===== config.mk =====
export PLATFORM = sky130hd
export DESIGN_NAME = axi_sram_wr_bridge
export DESIGN_NICKNAME = d
export VERILOG_FILES = /design/src/rtl/axi_sram_wr_bridge.sv
export SDC_FILE = /design/constraint.sdc
export NUM_CORES = 1
export LEC_CHECK = 0
export BUFFER_PORTS_ARGS = -buffer_cell sky130_fd_sc_hd__buf_2
export CAP_MARGIN = 25
export CORE_ASPECT_RATIO = 0.7
export CORE_MARGIN = 1.5
export CORE_UTILIZATION = 40
export CTS_CLUSTER_SIZE = 16
export DETAILED_ROUTE_END_ITERATION = 8
export SLEW_MARGIN = 10
export SYNTH_ARGS = -nofsm -noshare
export SYNTH_HDL_FRONTEND = slang
export SYNTH_SLANG_ARGS = --single-unit

===== constraint.sdc =====
create_clock -name aclk -period 6.4 [get_ports aclk]
set_clock_uncertainty 0.1 [all_clocks]
set_input_delay 1.28 -clock aclk [delete_from_list [all_inputs] [get_ports aclk]]
set_output_delay 1.28 -clock aclk [all_outputs]
set_load 0.01 [all_outputs]

===== src/rtl/axi_sram_wr_bridge.sv =====
// axi_sram_wr_bridge
//   AXI3 write-channel slave that accepts one burst at a time on AW/W.
//   Each accepted W beat becomes one single-cycle SRAM byte-enable write.
//   One B response is returned per burst.
//
// Ports
//   aclk, areset        clock, asynchronous active-high reset
//   m_aw*               write address channel (addr, burst, id, len, size, valid/ready)
//   m_w*                write data channel (data, strb, id (ignored), last, valid/ready)
//   m_b*                write response channel (id, resp, valid/ready)
//   ram_waddr/wdata/wen SRAM write port; wen==0 means no write this cycle
module axi_sram_wr_bridge #(
  parameter int ADDR_WIDTH = 32,
  parameter int DATA_WIDTH = 32,
  parameter int ID_WIDTH   = 4
) (
  input  logic                    aclk,
  input  logic                    areset,
  input  logic [ADDR_WIDTH-1:0]   m_awaddr,
  input  logic [1:0]              m_awburst,
  input  logic [ID_WIDTH-1:0]     m_awid,
  input  logic [3:0]              m_awlen,
  input  logic [2:0]              m_awsize,
  input  logic                    m_awvalid,
  output logic                    m_awready,
  input  logic [DATA_WIDTH-1:0]   m_wdata,
  input  logic [DATA_WIDTH/8-1:0] m_wstrb,
  input  logic [ID_WIDTH-1:0]     m_wid,
  input  logic                    m_wlast,
  input  logic                    m_wvalid,
  output logic                    m_wready,
  output logic [ID_WIDTH-1:0]     m_bid,
  output logic [1:0]              m_bresp,
  output logic                    m_bvalid,
  input  logic                    m_bready,
  output logic [ADDR_WIDTH-1:0]   ram_waddr,
  output logic [DATA_WIDTH-1:0]   ram_wdata,
  output logic [DATA_WIDTH/8-1:0] ram_wen
);

  localparam int STRB_W   = DATA_WIDTH / 8;
  localparam int SIZE_MAX = $clog2(STRB_W);

  typedef enum logic [1:0] {IDLE, DATA, RESP} state_t;

  state_t                state_q, state_d;
  logic [ADDR_WIDTH-1:0] addr_q, addr_d;
  logic [ID_WIDTH-1:0]   id_q, id_d;
  logic [3:0]            len_q, len_d;
  logic [2:0]            size_q, size_d;
  logic [1:0]            burst_q, burst_d;
  logic [3:0]            cnt_q, cnt_d;
  logic                  err_q, err_d;
  logic                  awready_q, awready_d;
  logic                  wready_q, wready_d;
  logic                  bvalid_q, bvalid_d;
  logic [1:0]            bresp_q, bresp_d;

  logic                  wrap_len_ok;
  logic                  aw_bad;
  logic [1:0]            aw_burst_eff;
  logic                  beat;
  logic                  last_beat;

  // W-channel ID is accepted but never compared against AWID.
  logic unused_wid;
  assign unused_wid = ^m_wid;

  // Address of the beat after `addr` for the (already sanitised) burst type.
  function automatic logic [ADDR_WIDTH-1:0] next_addr(
    input logic [ADDR_WIDTH-1:0] addr,
    input logic [1:0]            burst,
    input logic [3:0]            len,
    input logic [2:0]            size
  );
    logic [ADDR_WIDTH-1:0] step, total, lower, inc;
    step  = ADDR_WIDTH'(1) << size;
    total = (ADDR_WIDTH'(len) + ADDR_WIDTH'(1)) << size;
    lower = addr & ~(total - ADDR_WIDTH'(1));
    inc   = addr + step;
    case (burst)
      2'b00:   next_addr = addr;
      2'b10:   next_addr = (inc == lower + total) ? lower : inc;
      default: next_addr = (addr & ~(step - ADDR_WIDTH'(1))) + step;
    endcase
  endfunction

  // Reserved bursts and WRAP with an illegal length run as INCR but are flagged.
  assign wrap_len_ok  = (m_awlen == 4'd1) || (m_awlen == 4'd3) ||
                        (m_awlen == 4'd7) || (m_awlen == 4'd15);
  assign aw_bad       = (m_awburst == 2'b11) ||
                        ((m_awburst == 2'b10) && !wrap_len_ok) ||
                        (m_awsize > 3'(SIZE_MAX));
  assign aw_burst_eff = ((m_awburst == 2'b11) ||
                         ((m_awburst == 2'b10) && !wrap_len_ok)) ? 2'b01 : m_awburst;

  assign beat      = (state_q == DATA) && m_wvalid;
  assign last_beat = (cnt_q == len_q);

  always_comb begin
    state_d   = state_q;
    addr_d    = addr_q;
    id_d      = id_q;
    len_d     = len_q;
    size_d    = size_q;
    burst_d   = burst_q;
    cnt_d     = cnt_q;
    err_d     = err_q;
    bresp_d   = bresp_q;
    case (state_q)
      IDLE: begin
        if (m_awvalid && awready_q) begin
          addr_d  = m_awaddr;
          id_d    = m_awid;
          len_d   = m_awlen;
          size_d  = m_awsize;
          burst_d = aw_burst_eff;
          cnt_d   = 4'd0;
          err_d   = aw_bad;
          state_d = DATA;
        end
      end
      DATA: begin
        if (beat) begin
          addr_d = next_addr(addr_q, burst_q, len_q, size_q);
          cnt_d  = cnt_q + 4'd1;
          if (m_wlast != last_beat) err_d = 1'b1;
          if (last_beat) begin
            state_d = RESP;
            bresp_d = err_d ? 2'b10 : 2'b00;
          end
        end
      end
      RESP: begin
        if (m_bready) state_d = IDLE;
      end
      default: state_d = IDLE;
    endcase
    // Handshake outputs are registered copies of the next state.
    awready_d = (state_d == IDLE);
    wready_d  = (state_d == DATA);
    bvalid_d  = (state_d == RESP);
  end

  always_ff @(posedge aclk or posedge areset) begin
    if (areset) begin
      state_q   <= IDLE;
      awready_q <= 1'b0;
      wready_q  <= 1'b0;
      bvalid_q  <= 1'b0;
      bresp_q   <= 2'b00;
      id_q      <= '0;
      addr_q    <= '0;
      len_q     <= 4'd0;
      size_q    <= 3'd0;
      burst_q   <= 2'b00;
      cnt_q     <= 4'd0;
      err_q     <= 1'b0;
    end else begin
      state_q   <= state_d;
      awready_q <= awready_d;
      wready_q  <= wready_d;
      bvalid_q  <= bvalid_d;
      bresp_q   <= bresp_d;
      id_q      <= id_d;
      addr_q    <= addr_d;
      len_q     <= len_d;
      size_q    <= size_d;
      burst_q   <= burst_d;
      cnt_q     <= cnt_d;
      err_q     <= err_d;
    end
  end

  assign m_awready = awready_q;
  assign m_wready  = wready_q;
  assign m_bvalid  = bvalid_q;
  assign m_bresp   = bresp_q;
  assign m_bid     = id_q;

  // SRAM port is combinational from the current beat.
  assign ram_waddr = addr_q;
  assign ram_wdata = m_wdata;
  assign ram_wen   = beat ? m_wstrb : '0;

endmodule


==> results of run 1 <==
==> final timing paths <==
path	slack, ps	cells past startpoint	end	startpoint
worst min register to register	380	2	m_bid[1]	m_bid[1]
worst max-delay path	40	27	ram_waddr[0]	len_q[0]
min in group asynchronous	1080	3	m_bid[0]	areset
worst min-delay path	380	2	m_bid[1]	m_bid[1]
worst max register to register	40	27	ram_waddr[0]	len_q[0]
max in group asynchronous	4560	3	len_q[3]	areset
==> routing by layer <==
metal | global-route usage (%) | share of wire [%] | vias to the layer above | wire length (um)
li1 | - | - | 4339 | -
met1 | 44.1 | 47 | 4474 | 14900
met2 | 40.0 | 40 | 493 | 12600
met3 | 8.09 | 12 | 39 | 3900
met4 | 5.28 | 1.2 | 0 | 375
met5 | 0 | 0 | - | 0
==> state kept, by name, summed over array words and instances, names as in the netlist <==
| name | count |
|---|---|
| burst_q | 2 |
| cnt_q | 4 |
| err_q | 1 |
| len_q | 4 |
| m_awready | 1 |
| m_bid | 4 |
| m_bresp | 1 |
| m_bvalid | 1 |
| m_wready | 1 |
| ram_waddr | 32 |
| size_q | 3 |
| state_q | 2 |
==> logic make-up (layout without fill, tap and decap cells) <==
kind of cell,after synthesis,count (layout),synth area share (%)
simple gates,530,530,33.0
compound gates,286,286,23.5
buf+inv,137,246,8.93
xor+xnor,87,87,9.44
flops,56,56,17.2
fa+ha+maj,28,28,4.45
mux,27,27,3.45
other cells,1,1,0.0460
==> through the flow <==
stage	std cells	setup TNS, ps
6_report	1531	0
3_5_place_dp	1507	-19.2
2_1_floorplan	1152	0
4_1_cts	1515	0
5_1_grt	1531	-4030
3_3_place_gp	1506	0
==> critical path, delay by kind of cell (launching register included) <==
family	cells	cell delay, ps
buf+inv	4	520
fa+ha+maj	2	390
flops	1	420
xor+xnor	2	300
compound gates	8	1690
mux	2	300
simple gates	9	2540
==> cells in the mapped netlist (all sizes together) (14+ instances only) <==
cell type	instances	area, sq um
nand3	51	255
ha	25	313
and2	17	109
buf	61	443
clkbuf	48	180
xnor2	54	473
nand2b	15	93.8
o21ai	67	335
nor2	91	342
mux2i	18	180
nor3	39	195
nand2	168	631
inv	28	105
dfrtp	56	1400
nand4	20	125
o211ai	14	105
a21oi	81	409
and3	36	225
or3	27	169
xor2	33	297
==> what timing repair did <==
action / 4_1_cts / 5_1_grt
cloned: 0 / 2
setup buffers: 0 / 14
gates resized for setup: 1 / 65
hold buffers: 0 / 0
pin swaps: 0 / 44
setup endpoints to repair: 10 / 32
==> power by group through the flow <==
| stage | clock network (W) | logic, W | registers, W |
|---|---|---|---|
| 4_1_cts | 0.000320 | 0.00476 | 0.000852 |
| 3_5_place_dp | 0 | 0.00472 | 0.000858 |
| 2_1_floorplan | 0 | 0.00327 | 0.000700 |
| 3_3_place_gp | 0 | 0.00468 | 0.000856 |
| 6_report | 0.000317 | 0.00516 | 0.000882 |
| 5_1_grt | 0.000334 | 0.00557 | 0.000905 |
==> cell type report <==
class / instances / area [sq um] / area share (%)
timing repair buffer: 210 / 1470 / 15.1
multi-input combinational: 959 / 6290 / 64.4
clock buffer: 5 / 125 / 1.28
sequential: 56 / 1400 / 14.4
inverter: 28 / 105 / 1.08
clock inverter: 3 / 28.8 / 0.295
tap: 270 / 338 / 3.46
==> flow_metrics.py, run 1 <==
metrics = {
    "floorplan": {
        "num_rows": 43,
        "ios": 168,
        "core_area_sq_um": 19900,
        "chipWidth_um": 174,
        "effective_utilization_at_floorplan_pct": 41.0,
        "die_outline_height_um": 122,
        "design.die.area_sq_um": 21300,
    },
    "final_layout": {
        "layout-drive-gt1-share_pct": 24.3,
        "antennaDiodeCount": 0,
        "area_growth_pct": 19.6,
        "mostFrequentLayoutCell": "sky130_fd_sc_hd__nand2_1",
        "nFillCells": 2046,
        "final_cell_mix": "sky130_fd_sc_hd__nand2_1 (166), sky130_fd_sc_hd__buf_2 (98), sky130_fd_sc_hd__buf_4 (95)",
        "post_layout_net_count": 1378,
        "layout.cell_area.non_filler_sq_um": 9750,
        "finalCoreUtilization_pct": 49.0,
    },
    "min_path": {
        "hp-class": "reg2reg",
    },
    "cts": {
        "cts_made_buffers": 5,
        "h-tree-depth": 2,
        "clkLatencyLatePin_ps": 320,
        "clk_path_buf_depth": 2,
        "cts_tree": "done",
        "clock_tree.root_cell": "sky130_fd_sc_hd__clkbuf_16",
        "cts_sinks": 56,
        "clkSlewWorstSetupHoldPaths_ps": 90,
    },
    "sta": {
        "finalWorstSetupSlack_ps": 35.8,
        "timing.max_slew.rel_slack_pct": 44.2,
        "unrepaired_setup_endpoints_after_global_routing": "true",
        "final-setup-viol-count": 0,
        "max_freq_ghz": 0.157,
        "period_share_pct": 99.4,
        "final_hold_viol_count": 0,
        "worst_slew_pin_tran_ps": 816,
        "timing.hold.ws_ps": 383,
        "final-max-slew-violation-count": 0,
        "layout_min_cycle_time_ps": 6360,
    },
    "power_and_ir_drop": {
        "switching_share_pct": 55.8,
        "comb_power_share_pct": 81.1,
        "seq_power_share_pct": 13.9,
        "pwr_density_cell_nw_per_um2": 652,
        "cell_internal_pwr_w": 0.00281,
        "power.leakage_nw": 4.17,
        "total_power_w": 0.00636,
        "relative_contribution_of_the_clock_network_to_total_power_pct": 5.0,
        "max-vdd-ir-drop_mv": 0.238,
        "netSwitchingPower_w": 0.00355,
    },
    "placed_design": {
        "placed_area_sq_um": 9140,
        "numPortBuffers": 98,
        "place.detailed.hpwl_um": 24000,
        "globalplace.congestion": 1.02,
        "detailedPlace.worstSlack_ps": -19.2,
    },
    "status": {
        "status": "finished clean",
    },
    "worst_setup_path": {
        "timing.critical_path.required_ps": 6530,
        "critical_path.endpoint_type": "flip-flop",
        "worst_setup_path_start_kind": "flip-flop",
        "max_stage_delay_on_crit_path_ps": 450,
        "cp.arrival_ps": 6490,
        "cpMaxStageDelayCell": "sky130_fd_sc_hd__or4_4",
        "category_of_the_critical_setup_timing_path": "reg2reg",
        "crit_path_max_fanout": 5,
    },
    "yosys": {
        "synth-edff-count": 0,
        "ys_seq_area_share_pct": 17.2,
        "netlist_instances": 1152,
        "postSynth.topFlopCell": "sky130_fd_sc_hd__dfrtp_1",
        "number_of_warnings_reported_in_the_yosys_synthesis_log": 0,
        "post_synth_instance_area_sq_um": 8150,
        "yosys_register_bits": 56,
        "postSynthNetCount": 1270,
        "async_s_r_ff_share_synth_pct": 100,
        "netlist-cell-type-count": 92,
        "mean_cell_area_of_the_mapped_netlist_sq_um": 7.08,
    },
    "route": {
        "routed_via_density": 6.10,
        "wl_per_cell_um": 20.7,
        "detail_route_antenna_nets": 0,
        "detail_route.wirelength_um": 31700,
        "detail_route.drc_violations": 0,
        "drtPass1Iterations": 5,
        "num_vias": 9345,
        "drtIter0Drc": 1008,
    },
    "global_routing": {
        "grt-ovfl-total": 0,
        "grt_start_max_net_pins": 57,
        "global_route.usage.total_pct": 28.9,
        "grt_first_pass_wirelength_um": 47800,
        "initial_antenna_violation_count": 1,
        "first_global_vias": 8321,
    },
    "flow_run": {
        "max_cap_viols": 0,
    },
}
No activity file was read; power rests on OpenSTA's default activity.
==> run 2: changes to the inputs <==
--- a/config.mk
+++ b/config.mk
@@ -6,12 +6,13 @@
 export NUM_CORES = 1
 export LEC_CHECK = 0
 export BUFFER_PORTS_ARGS = -buffer_cell sky130_fd_sc_hd__buf_2
-export CAP_MARGIN = 25
+export CAP_MARGIN = 20
 export CORE_ASPECT_RATIO = 0.7
 export CORE_MARGIN = 1.5
 export CORE_UTILIZATION = 40
 export CTS_CLUSTER_SIZE = 16
 export DETAILED_ROUTE_END_ITERATION = 8
+export SETUP_SLACK_MARGIN = 0.3
 export SLEW_MARGIN = 10
 export SYNTH_ARGS = -nofsm -noshare
 export SYNTH_HDL_FRONTEND = slang
==> flow_metrics.py, run 2 (synthesis results as in run 1) <==
metrics = {
    "final_layout": {
        "post_layout_net_count": 1367,
        "finalCoreUtilization_pct": 48.6,
        "largest_register_ff_count": 32,
        "mostFrequentLayoutCell": "sky130_fd_sc_hd__nand2_1",
        "nFillCells": 2072,
        "final_cell_mix": "sky130_fd_sc_hd__nand2_1 (168), sky130_fd_sc_hd__buf_2 (98), sky130_fd_sc_hd__nor2_1 (87)",
        "final_cell_count_without_fillers": 1520,
        "layout-drive-gt1-share_pct": 24.2,
        "area_growth_pct": 18.7,
        "antennaDiodeCount": 0,
    },
    "route": {
        "num_vias": 9312,
        "routed_via_density": 6.13,
        "detail_route.wirelength_um": 31500,
        "wl_per_cell_um": 20.7,
        "drtIter0Drc": 1039,
        "detail_route.drc_violations": 0,
        "detail_route_antenna_nets": 0,
        "drtPass1Iterations": 9,
    },
    "global_routing": {
        "first_global_vias": 8308,
        "initial_antenna_violation_count": 0,
        "grt-ovfl-total": 0,
        "global_route.usage.total_pct": 28.9,
        "grt_start_max_net_pins": 57,
        "grt_first_pass_wirelength_um": 47900,
    },
    "placed_design": {
        "numPortBuffers": 98,
        "detailedPlace.worstSlack_ps": -90.9,
        "globalplace.congestion": 1.01,
        "dp.cells": 1496,
        "place.detailed.hpwl_um": 24200,
    },
    "power_and_ir_drop": {
        "cell_internal_pwr_w": 0.00272,
        "power.leakage_nw": 4.10,
        "seq_power_share_pct": 13.6,
        "relative_contribution_of_the_clock_network_to_total_power_pct": 5.0,
        "netSwitchingPower_w": 0.00350,
        "pwr_density_cell_nw_per_um2": 643,
        "switching_share_pct": 56.3,
        "max-vdd-ir-drop_mv": 0.271,
        "comb_power_share_pct": 81.5,
    },
    "sta": {
        "max_freq_ghz": 0.161,
        "unrepaired_setup_endpoints_after_global_routing": "true",
        "final-max-slew-violation-count": 0,
        "layout_min_cycle_time_ps": 6200,
        "period_share_pct": 96.9,
        "final-setup-viol-count": 0,
        "worst_slew_pin_tran_ps": 927,
        "timing.max_slew.rel_slack_pct": 38.0,
        "finalWorstSetupSlack_ps": 196,
        "final_hold_viol_count": 0,
    },
    "worst_setup_path": {
        "crit_path_max_fanout": 5,
        "timing.critical_path.required_ps": 6540,
        "cp.arrival_ps": 6340,
        "reg2reg_depth": 27,
        "rr_startpoint": "len_q[0]",
        "reg2reg_to": "ram_waddr[31]",
        "cp-endpoint": "ram_waddr[31]",
        "setup.worst_path.start": "len_q[0]",
        "worst_setup_path_start_kind": "flip-flop",
        "critical_path.endpoint_type": "flip-flop",
        "category_of_the_critical_setup_timing_path": "reg2reg",
        "reg2reg_slack_ps": 200,
    },
    "cts": {
        "clock_tree.root_cell": "sky130_fd_sc_hd__clkbuf_16",
        "clkLatencyLatePin_ps": 310,
        "clk_path_buf_depth": 2,
        "cts_sinks": 56,
        "cts.hold.buffers_added": 0,
        "cts_tree": "done",
        "cts_made_buffers": 5,
        "h-tree-depth": 2,
        "clkSlewWorstSetupHoldPaths_ps": 80,
    },
    "floorplan": {
        "die_outline_height_um": 122,
        "ios": 168,
        "design.die.area_sq_um": 21300,
        "num_rows": 43,
        "core_area_sq_um": 19900,
        "effective_utilization_at_floorplan_pct": 41.0,
        "chipWidth_um": 174,
    },
    "flow_run": {
        "max_cap_viols": 0,
    },
    "status": {
        "status": "finished clean",
    },
    "min_path": {
        "hp-class": "reg2reg",
    },
}
-- run 2: through the flow --
step	area, sq um	TNS [ps]	hold WS [ps]	total power (W)
5_1_grt	9680	-267	433	0.00667
3_3_place_gp	9040	-128	356	0.00551
2_1_floorplan	8200	0	402	0.00402
6_report	9680	0	377	0.00622
4_1_cts	9310	0	385	0.00594
3_5_place_dp	9060	-320	362	0.00553
-- run 2: worst max-delay path, stage by stage (launching register included) --
cell and delay [ps]:
sky130_fd_sc_hd__dfrtp_1 440, sky130_fd_sc_hd__ha_4 210, sky130_fd_sc_hd__xor2_4 150, sky130_fd_sc_hd__a221o_1 370
sky130_fd_sc_hd__a221oi_2 320, sky130_fd_sc_hd__nor4b_4 310, sky130_fd_sc_hd__nand2b_1 200, sky130_fd_sc_hd__nor3_2 180
sky130_fd_sc_hd__xnor2_1 140, sky130_fd_sc_hd__and2_4 190, sky130_fd_sc_hd__ha_4 210, sky130_fd_sc_hd__a21o_1 190
sky130_fd_sc_hd__a21o_1 190, sky130_fd_sc_hd__a21oi_2 130, sky130_fd_sc_hd__o21ai_1 90, sky130_fd_sc_hd__or3b_4 440
sky130_fd_sc_hd__or3_1 370, sky130_fd_sc_hd__o22ai_2 220, sky130_fd_sc_hd__nand4_1 130, sky130_fd_sc_hd__or4_4 440
sky130_fd_sc_hd__nor4_4 230, sky130_fd_sc_hd__buf_6 210, sky130_fd_sc_hd__buf_8 120, sky130_fd_sc_hd__buf_6 110
sky130_fd_sc_hd__buf_6 100, sky130_fd_sc_hd__and3_4 170, sky130_fd_sc_hd__nor3_2 40, sky130_fd_sc_hd__o21ai_1 120
-- run 2: layout make-up --
class,instances,area (sq um),area share [%]
inverters,28,105,1.09
clock buffers,5,125,1.29
flip-flops and latches,56,1400,14.5
well taps,270,338,3.49
repair buffers,199,1340,13.9
multi-input cells,959,6340,65.5
clock inverters,3,27.5,0.284
-- run 2: worst min path at each step --
stage | startpoint | to | cells past startpoint
6_report | m_bid[2] | m_bid[2] | 2
5_1_grt | m_bid[3] | m_bid[3] | 2
4_1_cts | m_bid[2] | m_bid[2] | 2
3_5_place_dp | m_bid[0] | m_bid[0] | 2
3_3_place_gp | m_bid[1] | m_bid[1] | 2
2_1_floorplan | state_q[0] | m_bvalid | 1
-- run 2: power by group through the flow --
stage	logic (W)	clock network [W]	registers (W)
floorplan	0.00332	0	0.000702
global placement	0.00468	0	0.000824
detailed placement	0.00470	0	0.000826
CTS	0.00481	0.000311	0.000821
global route	0.00548	0.000324	0.000862
finish	0.00507	0.000308	0.000844
-- run 2: timing repair --
item                                   CTS  global route
setup endpoints to repair               32            32
gates resized for setup                 15            61
buffers inserted                         3            12
pin swaps                                5            39
gates cloned                             0             1
endpoints found under the hold margin    0             0
-- run 2: routing by layer --
| metal | vias up | part of all wire (%) | GRT usage [%] | routed length [um] |
|---|---|---|---|---|
| met1 | 4466 | 49 | 45.5 | 15300 |
| met5 | - | 0 | 0 | 0 |
| li1 | 4316 | - | - | - |
| met4 | 0 | 1.2 | 4.36 | 367 |
| met2 | 505 | 38 | 39.7 | 12000 |
| met3 | 25 | 12 | 6.66 | 3760 |
==> run 3: changes to the inputs <==
--- a/config.mk
+++ b/config.mk
@@ -12,6 +12,7 @@
 export CORE_UTILIZATION = 40
 export CTS_CLUSTER_SIZE = 16
 export DETAILED_ROUTE_END_ITERATION = 8
+export PLACE_DENSITY = 0.75
 export SETUP_SLACK_MARGIN = 0.3
 export SLEW_MARGIN = 10
 export SYNTH_ARGS = -nofsm -noshare
==> flow_metrics.py, run 3 (synthesis results as in run 1) <==
metrics = {
    "floorplan": {
        "ios": 168,
        "chipWidth_um": 174,
        "die_outline_height_um": 122,
        "num_rows": 43,
        "effective_utilization_at_floorplan_pct": 41.0,
        "core_area_sq_um": 19900,
        "design.die.area_sq_um": 21300,
    },
    "cts": {
        "cts_tree": "done",
        "h-tree-depth": 2,
        "cts.hold.buffers_added": 0,
        "cts_sinks": 56,
        "clkSlewWorstSetupHoldPaths_ps": 80,
        "clock_tree.root_cell": "sky130_fd_sc_hd__clkbuf_16",
        "clk_path_buf_depth": 2,
        "cts_made_buffers": 5,
        "clkLatencyLatePin_ps": 320,
    },
    "route": {
        "detail_route.wirelength_um": 30200,
        "drtIter0Drc": 1339,
        "drtPass1Iterations": 5,
        "detail_route.drc_violations": 0,
        "num_vias": 9343,
        "wl_per_cell_um": 19.8,
        "routed_via_density": 6.13,
        "detail_route_antenna_nets": 0,
    },
    "worst_setup_path": {
        "critical_path.endpoint_type": "flip-flop",
        "setup.worst_path.start": "len_q[0]",
        "timing.critical_path.required_ps": 6510,
        "crit_path_max_fanout": 7,
        "worst_setup_path_start_kind": "flip-flop",
        "max_stage_delay_on_crit_path_ps": 420,
        "reg2reg_depth": 28,
        "category_of_the_critical_setup_timing_path": "reg2reg",
        "reg2reg_slack_ps": 210,
        "cp-endpoint": "ram_waddr[1]",
        "reg2reg_to": "ram_waddr[1]",
        "rr_startpoint": "len_q[0]",
        "cpMaxStageDelayCell": "sky130_fd_sc_hd__dfrtp_1",
        "cp.arrival_ps": 6300,
    },
    "power_and_ir_drop": {
        "max-vdd-ir-drop_mv": 0.315,
        "comb_power_share_pct": 80.7,
        "cell_internal_pwr_w": 0.00276,
        "netSwitchingPower_w": 0.00350,
        "relative_contribution_of_the_clock_network_to_total_power_pct": 5.0,
        "seq_power_share_pct": 14.3,
        "pwr_density_cell_nw_per_um2": 654,
        "power.leakage_nw": 4.12,
        "switching_share_pct": 55.9,
    },
    "placed_design": {
        "detailedPlace.worstSlack_ps": 18.4,
        "place.detailed.hpwl_um": 23000,
        "placed_area_sq_um": 9070,
        "globalplace.congestion": 1.05,
        "dp.cells": 1496,
        "numPortBuffers": 98,
    },
    "sta": {
        "layout_min_cycle_time_ps": 6190,
        "fin_setup_tns_ps": 0,
        "timing.max_slew.rel_slack_pct": 34.0,
        "finalWorstSetupSlack_ps": 205,
        "worst_slew_pin_tran_ps": 965,
        "final-max-slew-violation-count": 0,
        "final-setup-viol-count": 0,
        "max_freq_ghz": 0.161,
        "period_share_pct": 96.8,
        "final_hold_viol_count": 0,
        "unrepaired_setup_endpoints_after_global_routing": "true",
    },
    "final_layout": {
        "final_cell_mix": "sky130_fd_sc_hd__nand2_1 (167), sky130_fd_sc_hd__buf_2 (98), sky130_fd_sc_hd__buf_4 (95)",
        "antennaDiodeCount": 0,
        "post_layout_net_count": 1371,
        "layout.cell_area.non_filler_sq_um": 9580,
        "nFillCells": 2027,
        "finalCoreUtilization_pct": 48.1,
        "final_cell_count_without_fillers": 1524,
        "largest_register_ff_count": 32,
        "mostFrequentLayoutCell": "sky130_fd_sc_hd__nand2_1",
        "area_growth_pct": 17.5,
        "layout-drive-gt1-share_pct": 23.4,
    },
    "global_routing": {
        "initial_antenna_violation_count": 0,
        "grt_first_pass_wirelength_um": 46300,
        "first_global_vias": 8387,
        "grt_start_max_net_pins": 57,
        "global_route.usage.total_pct": 27.7,
        "grt-ovfl-total": 0,
    },
    "status": {
        "status": "finished clean",
    },
    "min_path": {
        "hp-class": "reg2reg",
    },
    "flow_run": {
        "max_cap_viols": 0,
    },
}
run 3: cell count changes in the layout (fill, tap and decap cells not counted), sizes merged:
| cell | change |
|---|---|
| buf | +4 |
| inv | +2 |
| clkinvlp | -1 |
| clkinv | -1 |
run 3: how the worst min path moves through the flow:
stage | cells after the start | start | slack, ps | endpoint
3_5_place_dp | 2 | m_bid[0] | 360 | m_bid[0]
3_3_place_gp | 2 | m_bid[3] | 360 | m_bid[3]
6_report | 2 | m_bid[3] | 390 | m_bid[3]
5_1_grt | 2 | m_bid[1] | 410 | m_bid[1]
2_1_floorplan | 1 | state_q[0] | 400 | m_bvalid
4_1_cts | 2 | m_bid[1] | 390 | m_bid[1]
run 3: through the flow:
stage / total power, W / hold WS [ps]
detailed placement: 0.00550 / 358
global route: 0.00668 / 410
floorplan: 0.00402 / 402
finish: 0.00627 / 387
CTS: 0.00596 / 386
global placement: 0.00541 / 357
run 3: final cells by class:
class / instances / area (sq um) / share of cell area [%]
repair buffers: 203 / 1340 / 14.0
flip-flops and latches: 56 / 1410 / 14.7
well taps: 270 / 338 / 3.53
multi-input cells: 959 / 6230 / 65.1
clock buffers: 5 / 125 / 1.31
inverters: 28 / 105 / 1.10
clock inverters: 3 / 28.8 / 0.300
run 3: timing repair:
| action | 4_1_cts | 5_1_grt |
|---|---|---|
| gates resized for setup | 19 | 30 |
| setup endpoints to repair | 31 | 32 |
| setup buffers | 12 | 8 |
| pin swaps | 17 | 9 |
run 3: power by group through the flow:
stage	combinational [W]	sequential [W]	clock [W]
after floorplan	0.00332	0.000702	0
after global placement	0.00455	0.000864	0
after detailed placement	0.00462	0.000874	0
after CTS	0.00478	0.000870	0.000317
after global routing	0.00544	0.000916	0.000328
final	0.00506	0.000894	0.000314
run 3: per-layer routing:
metal	wire, um	GRT usage, %
met1	13200	40.5
met4	478	5.12
met3	4220	7.62
met2	12300	40.7
met5	0	0
run 3: critical path: cells and delay by family (launching register included):
| kind | cells | cell delay (ps) |
|---|---|---|
| adders and majority gates | 3 | 870 |
| AOI/OAI and AO/OA | 8 | 1630 |
| buffers and inverters | 4 | 600 |
| muxes | 1 | 190 |
| xor gates and xnor gates | 1 | 190 |
| DFF | 1 | 420 |
| and+or+nand+nor | 11 | 2080 |
